===== src/rtl/stopwatch_ctrl.sv =====
// Run/pause/adjust sequencer for the MM:SS stopwatch: prescaled tick enables, counter strobes, clear, blink.
// Optional lap/display-hold feature is built when STOPWATCH_LAP_EN is defined.
module stopwatch_ctrl #(
  parameter int unsigned CLK_HZ = 100_000_000,
  parameter int unsigned ADJ_HZ = 2
) (
  input  logic       clk_100MHz,
  input  logic       reset_n,
  input  logic       clr,
  input  logic       pause,
  input  logic       adj,
  input  logic       sel,
  input  logic       sec_at_59,
`ifdef STOPWATCH_LAP_EN
  input  logic       lap,
`endif
  output logic       sec_inc,
  output logic       min_inc,
  output logic       clr_cnt,
  output logic       blink_sec,
  output logic       blink_min,
  output logic [1:0] state,
  output logic       disp_hold
);

  localparam int unsigned DIV  = CLK_HZ / ADJ_HZ;
  localparam int unsigned CntW = (DIV > 2) ? $clog2(DIV) : 1;
  localparam logic [CntW-1:0] CntMax = CntW'(DIV - 1);

  typedef enum logic [1:0] {
    StRun    = 2'b00,
    StPaused = 2'b01,
    StAdjMin = 2'b10,
    StAdjSec = 2'b11
  } state_e;

  state_e            r_state, w_state_d, w_field;
  logic [CntW-1:0]   r_div_cnt, w_div_cnt_d;
  logic              r_phase, w_phase_d;
  logic              r_pause_q, r_clr;
  logic              r_sec_inc, r_min_inc, w_sec_inc_d, w_min_inc_d;
  logic              w_pause_edge, w_in_adj, w_to_adj, w_enter_adj;
  logic              w_ps_run, w_tick_adj, w_tick_1hz;

  assign w_pause_edge = pause & ~r_pause_q;
  assign w_in_adj     = (r_state == StAdjMin) || (r_state == StAdjSec);
  assign w_to_adj     = (w_state_d == StAdjMin) || (w_state_d == StAdjSec);
  assign w_enter_adj  = w_to_adj & ~w_in_adj;

  // adj outranks the pause edge; the edge register still tracks pause meanwhile
  always_comb begin
    w_state_d = r_state;
    if (adj) begin
      w_state_d = sel ? StAdjSec : StAdjMin;
    end else if (w_in_adj) begin
      w_state_d = StPaused;
    end else if (w_pause_edge) begin
      w_state_d = (r_state == StRun) ? StPaused : StRun;
    end
  end

  assign w_ps_run   = (r_state != StPaused) & ~clr;
  assign w_tick_adj = w_ps_run & (r_div_cnt == CntMax);
  assign w_tick_1hz = w_tick_adj & r_phase;

  always_comb begin
    w_div_cnt_d = r_div_cnt;
    w_phase_d   = r_phase;
    if (clr || w_enter_adj) begin
      w_div_cnt_d = '0;
      w_phase_d   = 1'b0;
    end else if (w_tick_adj) begin
      w_div_cnt_d = '0;
      w_phase_d   = ~r_phase;
    end else if (w_ps_run) begin
      w_div_cnt_d = r_div_cnt + CntW'(1);
    end
  end

  // A field switch inside adjust applies to a tick in the same cycle
  assign w_field = (w_in_adj && w_to_adj) ? w_state_d : r_state;

  always_comb begin
    w_sec_inc_d = 1'b0;
    w_min_inc_d = 1'b0;
    unique case (w_field)
      StRun: begin
        w_sec_inc_d = w_tick_1hz;
        w_min_inc_d = w_tick_1hz & sec_at_59;
      end
      StAdjSec: w_sec_inc_d = w_tick_adj;
      StAdjMin: w_min_inc_d = w_tick_adj;
      StPaused: ;
    endcase
  end

  always_ff @(posedge clk_100MHz) begin
    if (!reset_n) begin
      r_state   <= StRun;
      r_div_cnt <= '0;
      r_phase   <= 1'b0;
      r_pause_q <= 1'b0;
      r_clr     <= 1'b0;
      r_sec_inc <= 1'b0;
      r_min_inc <= 1'b0;
    end else begin
      r_state   <= w_state_d;
      r_div_cnt <= w_div_cnt_d;
      r_phase   <= w_phase_d;
      r_pause_q <= pause;
      r_clr     <= clr;
      r_sec_inc <= w_sec_inc_d;
      r_min_inc <= w_min_inc_d;
    end
  end

`ifdef STOPWATCH_LAP_EN
  logic r_lap_q, r_disp_hold, w_disp_hold_d;

  always_comb begin
    w_disp_hold_d = r_disp_hold;
    if (clr || ((r_state == StRun) && w_to_adj)) begin
      w_disp_hold_d = 1'b0;
    end else if (lap && !r_lap_q && (r_state == StRun)) begin
      w_disp_hold_d = ~r_disp_hold;
    end
  end

  always_ff @(posedge clk_100MHz) begin
    if (!reset_n) begin
      r_lap_q     <= 1'b0;
      r_disp_hold <= 1'b0;
    end else begin
      r_lap_q     <= lap;
      r_disp_hold <= w_disp_hold_d;
    end
  end

  assign disp_hold = r_disp_hold;
`else
  assign disp_hold = 1'b0;
`endif

  // Strobes are suppressed for the whole clear window, including the delayed clear
  assign sec_inc   = r_sec_inc & ~clr & ~r_clr;
  assign min_inc   = r_min_inc & ~clr & ~r_clr;
  assign clr_cnt   = r_clr;
  assign blink_sec = (r_state == StAdjSec) & r_phase;
  assign blink_min = (r_state == StAdjMin) & r_phase;
  assign state     = r_state;

endmodule


===== config.mk =====
export PLATFORM = sky130hd
export DESIGN_NAME = stopwatch_ctrl
export DESIGN_NICKNAME = d
export VERILOG_FILES = /design/src/rtl/stopwatch_ctrl.sv
export SDC_FILE = /design/constraint.sdc
export NUM_CORES = 1
export LEC_CHECK = 0
export BUFFER_PORTS_ARGS = -buffer_cell sky130_fd_sc_hd__buf_2
export CAP_MARGIN = 40
export CELL_PAD_IN_SITES_DETAIL_PLACEMENT = 0
export CELL_PAD_IN_SITES_GLOBAL_PLACEMENT = 2
export CORE_MARGIN = 3
export CORE_UTILIZATION = 36
export DETAILED_ROUTE_END_ITERATION = 8
export GPL_TIMING_DRIVEN = 0
export PLACE_DENSITY = 0.8
export SLEW_MARGIN = 20
export SYNTH_ARGS = -nofsm -noshare
export SYNTH_HDL_FRONTEND = slang
export SYNTH_SLANG_ARGS = --single-unit

===== constraint.sdc =====
create_clock -name clk_100MHz -period 2.4 [get_ports clk_100MHz]
set_input_delay 0.36 -clock clk_100MHz [delete_from_list [all_inputs] [get_ports clk_100MHz]]
set_output_delay 0.36 -clock clk_100MHz [all_outputs]
set_load 0.02 [all_outputs]

==> results of run 1 <==
-- power by group through the flow --
stage | clock network (mW) | registers [mW] | logic (mW)
floorplan | 0 | 0.574 | 0.0294
global route | 0.453 | 0.560 | 0.0563
detailed placement | 0 | 0.571 | 0.0511
global placement | 0 | 0.570 | 0.0507
finish | 0.420 | 0.559 | 0.0502
CTS | 0.433 | 0.559 | 0.0513
-- per-layer routing --
| metal | global-route usage | vias up |
|---|---|---|
| met5 | 0 | - |
| met4 | 0.04150 | 0 |
| met3 | 0.04189 | 6 |
| met2 | 0.2254 | 24 |
| met1 | 0.1921 | 666 |
| li1 | - | 724 |
-- sequential cells by signal, indices dropped and copies added, names as in the netlist --
signal / flops
clr_cnt: 1
r_div_cnt: 26
r_sec_inc: 1
state: 2
r_min_inc: 1
r_phase: 1
r_pause_q: 1
-- logic make-up (layout without fill, tap and decap cells) --
family | Yosys count | in the layout | synth area share
buffers and inverters | 12 | 32 | 0.04364
DFF | 33 | 33 | 0.3905
other | 1 | 1 | 0.002217
muxes | 1 | 1 | 0.005917
AOI/OAI and AO/OA | 19 | 19 | 0.07915
xor gates and xnor gates | 22 | 22 | 0.1139
and+or+nand+nor | 106 | 106 | 0.3572
adders and majority gates | 1 | 1 | 0.007395
-- per-stage QoR --
stage	utilization	setup WS, ps	instances
final	0.4293	448.3	267
after global routing	0.4293	280.3	267
after CTS	0.4293	398.0	267
after detailed placement	0.4099	409.6	260
after global placement	0.4099	463.5	260
after floorplan	-	667.8	195
-- cell usage in the layout (no fill, tap or decap), types with 3 or more instances in the layout --
| master | count |
|---|---|
| xor2_1 | 4 |
| xnor2_1 | 18 |
| and4_1 | 3 |
| nor2_1 | 26 |
| o21ai_0 | 5 |
| clkbuf_8 | 6 |
| nor4_1 | 4 |
| and4b_1 | 3 |
| nand2_1 | 18 |
| buf_2 | 15 |
| nor3_1 | 13 |
| nor3b_1 | 3 |
| nand2b_1 | 5 |
| buf_6 | 3 |
| nand3_1 | 5 |
| a21oi_1 | 4 |
| inv_1 | 5 |
| nand4_1 | 5 |
| and2_1 | 4 |
| dfxtp_1 | 33 |
-- area by class of cell --
type / count / area share
multi-input cells: 150 / 0.5016
flip-flops and latches: 33 / 0.3462
clock buffers: 7 / 0.04525
repair buffers: 13 / 0.03410
well taps: 52 / 0.03410
plain buffers: 7 / 0.02885
inverters: 5 / 0.009836
-- worst max path at each step --
stage,from,to,slack (ps),cells past startpoint
2_1_floorplan,state[1]$_SDFF_PN0_,r_div_cnt[20]$_SDFFE_PP0P_,670,6
3_3_place_gp,r_div_cnt[7]$_SDFFE_PP0P_,r_div_cnt[0]$_SDFFE_PP0P_,460,7
3_5_place_dp,r_div_cnt[3]$_SDFFE_PP0P_,r_div_cnt[21]$_SDFFE_PP0P_,410,7
4_1_cts,r_div_cnt[3]$_SDFFE_PP0P_,r_div_cnt[22]$_SDFFE_PP0P_,400,7
5_1_grt,r_div_cnt[3]$_SDFFE_PP0P_,r_div_cnt[21]$_SDFFE_PP0P_,280,7
6_report,r_div_cnt[3]$_SDFFE_PP0P_,r_div_cnt[22]$_SDFFE_PP0P_,450,7
==> out/results.ini, run 1 <==
[status]
status=finished clean

[clock_network]
cts_resized=0
cts_tree=built
cts_num_sinks=33
clkTransAtPathRegs_ps=60
cts-root-buf=clkbuf_8
cts_buffers=5
cts_setup_buffers=0
clk_latency_ps=280
cts.path.max_buffers=2
h-tree-depth=2
hold_buffers=0

[timing]
finClkSkew_ps=1.020
setup_viol=0
fin_crit_sh=0.8132
final-max-slew-violation-count=0
worstMarginPinSlew_ps=561.0
hold_viol_final=0
min_period_ps=1952
rsz0062_at_grt=false
fin_tns_setup_ps=0
hold-worst-slack_ps=292.1
slew_headroom=0.6260
clock.fmax_mhz=512.4

[worst_setup_path]
worstSetupStartpointType=flip-flop
crit_buf_inv=2
crit_family=simple AND/OR/NAND/NOR gates
r2r-end=r_div_cnt[22]$_SDFFE_PP0P_
end_kind=flip-flop
rr_startpoint=r_div_cnt[3]$_SDFFE_PP0P_
cp_max_fo=10
crit_chain=and4_1 > nand3_1 > or2_1 > buf_6 > o21ai_4 > buf_6 > nor2_1
critPathMostFrequentCell=buf_6
worst_ep_required_time_ps=2580
cpPeakStageDelay_ps=430
r2r_cells=7
path_class=flip-flop to flip-flop
crit_slowest_cell=dfxtp_1
arrival_ps=2130
r2r_slack_ps=450

[yosys]
synth.ff_latch_count=33
synth_edf_count=0
post-synth-top-count-cell=dfxtp_1
syn_area_um2=1692
synthFlopType=dfxtp_1
yosys.area.top_type_share=0.3905
synth.largest_area_cell=dfxtp_1
synth_cells=195
syn_avg_cell_area_um2=8.675
synthTopCellsByCount=dfxtp_1, nor2_1, nand2_1, xnor2_1, nor3_1
synth_cell_type_count=48
ys_seq_area_frac=0.3905
ys_warn_count=0
synth.area.top_cells=dfxtp_1, xnor2_1, nor2_1
async_flop_share=0
syn-num-nets=203

[grt]
grt_pass1_wl_um=6154
grt_max_degree=11
grt_antenna_before_repair=0
grtUsageTotal=0.1437
first_global_vias=1306
grt-ovfl-total=0

[layout]
ff_latch_area_um2=660.6
area_growth_pct=12.80
fill_cells=458
multiInputGateArea_um2=957.2
n_antenna_cell=0
final_nets=223
design_area_um2=1908
drive_above_1_share=0.1535

[routing]
avgRoutedWirePerCell_um=13.49
route.detailed.drc=0
dr_wl_met3_um=139
firstDrtPassIters=4
first_iter_violations=105
vias=1420
wl_met1_um=1770
finalWirelength_um=3603
via_per_inst=5.318
wl_met2_um=1650
top_layer=met4
ant_nets=0

[power_and_ir_drop]
seqPwrFrac=0.543
power_per_cell_area_nw_per_um2=539.2
p_int_uw=801.6
ir_drop_uv=266.8
switching_share=0.2209
p_clk_frac=0.408
power.share.combinational=0.049
p_sw_uw=227.3
p_leak_nw=0.6322
fin_total_pwr_mw=1.029

[floorplan]
core-area_um2=4444
die_x_um=74.55
rows=24
die_area_um2=5558
ios=15
start_util=0.3806
dieHeight_um=74.55

[min_path]
hp-class=input port to flip-flop
holdPathStages=2
min_from=pause
hold_end=r_pause_q$_SDFF_PN0_

[placement]
gp_congestion=0.7782
placed_area_um2=1822
dp.final_hpwl_um=2647
portBuffers=13

[run]
max_cap_viol_count=0

(Power assumes the default switching activity.)
==> run 2, diff against run 1 <==
==> constraint.sdc (replaced) <==
create_clock -name clk_100MHz -period 1.8 [get_ports clk_100MHz]
set_input_delay 0.27 -clock clk_100MHz [delete_from_list [all_inputs] [get_ports clk_100MHz]]
set_output_delay 0.27 -clock clk_100MHz [all_outputs]
set_load 0.02 [all_outputs]
==> run 2 against run 1 <==
Non-clock buffer count is 5 higher. Via count grew 3.1%. Clock-buffer cell count stayed put. Cell count rose by 1.9%. Power up 34%. Fmax is 14% higher. First-iteration DRC count is the same. Routed wire length is 4.6% higher. Critical endpoint is now r_phase$_SDFFE_PP0P_. Largest power group unchanged.
==> out/results.ini, run 2 (synthesis results as in run 1) <==
[status]
status=finished clean

[min_path]
hp-class=input port to flip-flop

[placement]
dp.final_hpwl_um=2647
gp_congestion=0.7782
portBuffers=13
pre_cts_slack_ps=-190.4
dpl.cell_count=260
placed_area_um2=1822

[timing]
fin_crit_sh=0.9536
hold_viol_final=0
fin_tns_setup_ps=0
final-max-slew-violation-count=0
setup_slack_ps=83.55
clock.fmax_mhz=582.6
rsz0062_at_grt=true
min_period_ps=1716
finClkSkew_ps=1.906
setup_viol=0

[floorplan]
die_area_um2=5558
ios=15
rows=24
die_x_um=74.55
core-area_um2=4444
dieHeight_um=74.55
start_util=0.3806

[layout]
layout.cells.non_filler=272
design_area_um2=2023
final_cell_mix=nor2_1, dfxtp_1, nand2_1, xnor2_1, buf_2
fin_util=0.4552
largest_reg_flops=26
multiInputGateArea_um2=1018
n_antenna_cell=0
drive_above_1_share=0.2500
final_nets=228
ff_latch_area_um2=669.4
area_growth_pct=19.60
fill_cells=455
largest-register=r_div_cnt

[grt]
grt-ovfl-total=0
grt_pass1_wl_um=6230
first_global_vias=1329
grt_max_degree=11
grt_antenna_before_repair=0
grtUsageTotal=0.1451

[power_and_ir_drop]
p_leak_nw=0.6829
ir_drop_uv=382.9
power_per_cell_area_nw_per_um2=682.1

[clock_network]
clkTransAtPathRegs_ps=60
cts_buffers=5
cts_tree=built
cts-root-buf=clkbuf_8
clk_latency_ps=280
h-tree-depth=2
cts_num_sinks=33
cts.path.max_buffers=2

[worst_setup_path]
crit_slowest_cell=dfxtp_1
path_class=flip-flop to flip-flop
critPathMostFrequentCell=buf_4
crit_family=simple AND/OR/NAND/NOR gates
crit_buf_inv=2
worst_ep_required_time_ps=1960
cpPeakStageDelay_ps=390
worstSetupStartpointType=flip-flop
crit_chain=nor4_2 > nand4_1 > buf_4 > buf_4 > nor3_2 > xnor2_1 > nor2_1
arrival_ps=1880
cp_max_fo=6
end_kind=flip-flop

[routing]
first_iter_violations=105
route.detailed.drc=0
vias=1464
finalWirelength_um=3769
via_per_inst=5.382
ant_nets=0
firstDrtPassIters=4
avgRoutedWirePerCell_um=13.86

[run]
max_cap_viol_count=0

-- run 2: final timing paths --
kind,start,endpoint,slack (ps),cells after the start
setup reg to reg,r_div_cnt[7]$_SDFFE_PP0P_,r_phase$_SDFFE_PP0P_,80,7
hold / removal,pause,r_pause_q$_SDFF_PN0_,200,2
setup / recovery,r_div_cnt[7]$_SDFFE_PP0P_,r_phase$_SDFFE_PP0P_,80,7
hold reg to reg,r_div_cnt[12]$_SDFFE_PP0P_,r_div_cnt[12]$_SDFFE_PP0P_,490,2
-- run 2: through the flow --
stage               total power, mW  hold WS [ps]
finish                        1.380         203.0
global route                  1.436         204.3
CTS                           1.397         192.1
detailed placement           0.8296         479.8
global placement             0.8282         485.7
floorplan                    0.8043         391.7
-- run 2: layout make-up --
type,count,share of cell area
buffer,6,0.02350
timing repair buffer,19,0.05813
inverter,5,0.009276
clock buffer,7,0.04267
sequential,33,0.3309
tap,52,0.03216
multi-input combinational,150,0.5034
-- run 2: worst register-to-register path, delay by kind of cell, from the launching register on --
kind / cells / cell delay [ps]
buffers and inverters: 2 / 310
DFF: 1 / 390
xor gates and xnor gates: 1 / 150
and+or+nand+nor: 4 / 760
-- run 2: timing repair --
action,in CTS,in global routing
setup buffers,4,1
pin swaps,2,3
setup endpoints to repair,20,22
gates cloned,0,1
gates resized for setup,6,22
hold buffers,0,0
-- run 2: power breakdown --
group | leakage (nW) | internal, mW | switching [mW]
Clock | 0.0443 | 0.303 | 0.254
Sequential | 0.270 | 0.737 | 0.00961
Combinational | 0.368 | 0.0358 | 0.0400
-- run 2: per-layer routing --
metal  wire (µm)  global-route usage  vias up  share of wire
met5           0                   0        -              0
met4          43             0.04150        0          0.011
met3         159             0.04189        6          0.042
met2        1783              0.2283       30           0.47
met1        1782              0.1938      690           0.47
li1            -                   -      738              -
==> run 3, diff against run 2 <==
--- a/config.mk
+++ b/config.mk
@@ -5,12 +5,14 @@
 export SDC_FILE = /design/constraint.sdc
 export NUM_CORES = 1
 export LEC_CHECK = 0
+export ABC_AREA = 1
 export BUFFER_PORTS_ARGS = -buffer_cell sky130_fd_sc_hd__buf_2
 export CAP_MARGIN = 40
 export CELL_PAD_IN_SITES_DETAIL_PLACEMENT = 0
 export CELL_PAD_IN_SITES_GLOBAL_PLACEMENT = 2
 export CORE_MARGIN = 3
-export CORE_UTILIZATION = 36
+export CORE_UTILIZATION = 33
+export CTS_CLUSTER_SIZE = 25
 export DETAILED_ROUTE_END_ITERATION = 8
 export GPL_TIMING_DRIVEN = 0
 export PLACE_DENSITY = 0.8
==> run 3 against run 2 <==
Combinational power increased by 29%. Largest power group unchanged. Power is 2.6% higher. Worst hold slack got worse by 27 ps. Clock power rose by 3%. Via count grew 20%. Cell count is 41% higher. Register-to-register slack improved by 60 ps. First-iteration DRC count shrank 15%. Flip-flop and latch count unchanged. Sequential power about the same. Largest cell class unchanged. Area after synthesis grew 15%. Clock skew up 1.1 ps.
==> out/results.ini, run 3 <==
[clock_network]
clkTransAtPathRegs_ps=70
cts_setup_buffers=0
hold_buffers=0
cts-root-buf=clkbuf_8
clk_latency_ps=280
cts_buffers=5
cts.path.max_buffers=2
h-tree-depth=2
cts_resized=0
cts_tree=built
cts_num_sinks=33

[grt]
grt_antenna_before_repair=0
grtUsageTotal=0.1419
grt_max_degree=11
first_global_vias=1617
grt_pass1_wl_um=7921
grt-ovfl-total=0

[placement]
dp.final_hpwl_um=3533
gp_congestion=0.7923
portBuffers=13

[worst_setup_path]
end_kind=flip-flop
path_class=flip-flop to flip-flop
worstSetupStartpointType=flip-flop
cp_max_fo=10
crit_slowest_cell=dfxtp_1
crit_chain=ha_1 > inv_1 > nor2_1 > nand2_1 > nor2_4 > inv_4 > nand2_8 > buf_12 > nor2_2
worst_ep_required_time_ps=1990
cpPeakStageDelay_ps=380
arrival_ps=1850

[routing]
vias=1756
first_iter_violations=89
firstDrtPassIters=4
finalWirelength_um=4585
route.detailed.drc=0
ant_nets=0
avgRoutedWirePerCell_um=11.97
via_per_inst=4.585

[yosys]
synthTopCellsByCount=nand2_1, inv_1, nor2_1
syn_area_um2=1951
syn-num-nets=299
yosys.area.top_type_share=0.3387
post-synth-top-count-cell=nand2_1
synth_cells=291
synth_cell_type_count=32
synth.area.top_cells=dfxtp_1, nand2_1, inv_1
synth_edf_count=0
async_flop_share=0
syn_avg_cell_area_um2=6.703
ys_warn_count=0
synthFlopType=dfxtp_1
ys_seq_area_frac=0.3387
synth.ff_latch_count=33
synth.largest_area_cell=dfxtp_1

[timing]
clock.fmax_mhz=602.7
final-max-slew-violation-count=0
setup_viol=0
min_period_ps=1659
hold-worst-slack_ps=175.7
hold_viol_final=0
fin_tns_setup_ps=0
rsz0062_at_grt=false
finClkSkew_ps=2.959
fin_crit_sh=0.9218

[power_and_ir_drop]
fin_total_pwr_mw=1.417
p_leak_nw=0.8321
power_per_cell_area_nw_per_um2=645.5
ir_drop_uv=224.1

[run]
max_cap_viol_count=0

[layout]
final_cell_mix=nand2_1, inv_1, nor2_1
area_growth_pct=12.51
largest-register=r_div_cnt
layout_commonest_cell=nand2_1
fill_cells=637
n_antenna_cell=0
drive_above_1_share=0.1833
largest_reg_flops=26
final_nets=319

[floorplan]
dieHeight_um=82.88
die_x_um=82.88
start_util=0.3478
rows=27
core-area_um2=5608
ios=15
die_area_um2=6869

[status]
status=finished clean

[min_path]
hp-class=input port to flip-flop

[run 3: kinds of logic (layout without fill, tap and decap cells)]
kind of cell,count (synthesis),in the layout,synth area share
AOI/OAI and AO/OA,19,19,0.05645
xor gates and xnor gates,3,3,0.01347
adders and majority gates,1,1,0.006413
buffers and inverters,50,70,0.1174
DFF,33,33,0.3387
other,1,1,0.001922
and+or+nand+nor,184,184,0.4657
[run 3: final cells by class]
class | count | area (µm²) | share of cell area
timing repair buffer | 13 | 65.06 | 0.02965
buffer | 4 | 50.05 | 0.02281
inverter | 46 | 178.9 | 0.08153
clock buffer | 7 | 86.33 | 0.03934
multi-input combinational | 208 | 1064 | 0.4846
tap | 72 | 90.09 | 0.04105
sequential | 33 | 660.6 | 0.3010
[run 3: critical path: cells and delay by family (launching register included)]
family	cells	cell delay, ps
buffers and inverters	3	320
DFF	1	380
adders and majority gates	1	260
and+or+nand+nor	5	620
[run 3: final timing paths]
path | start | to | slack (ps) | cells past startpoint
min reg2reg | r_div_cnt[1]$_SDFFE_PP0P_ | r_div_cnt[1]$_SDFFE_PP0P_ | 510 | 2
max reg2reg | r_div_cnt[0]$_SDFFE_PP0P_ | r_div_cnt[14]$_SDFFE_PP0P_ | 140 | 9
max | r_div_cnt[0]$_SDFFE_PP0P_ | r_div_cnt[14]$_SDFFE_PP0P_ | 140 | 9
min | pause | r_pause_q$_SDFF_PN0_ | 180 | 3
[run 3: per-stage QoR]
step           instances  instance area, µm²  worst slack, ps  utilization
2_1_floorplan        291                1951            257.6            -
3_3_place_gp         376                2106            123.9       0.3755
3_5_place_dp         376                2106            140.3       0.3755
4_1_cts              383                2192            127.0       0.3909
5_1_grt              383                2195            20.56       0.3913
6_report             383                2195            140.7       0.3913
[run 3: metal layers]
layer | track usage | vias up | routed length [µm]
met1 | 0.2086 | 765 | 2485
met5 | 0 | - | 0
met2 | 0.2026 | 23 | 1948
met4 | 0.03120 | 0 | 19
li1 | - | 966 | -
met3 | 0.04266 | 2 | 131
[run 3: report_power, final]
group / leakage (nW) / switching (mW) / total [mW] / internal [mW]
combinational: 0.521 / 0.0635 / 0.0979 / 0.0344
clock: 0.0443 / 0.271 / 0.575 / 0.304
sequential: 0.267 / 0.00753 / 0.744 / 0.736
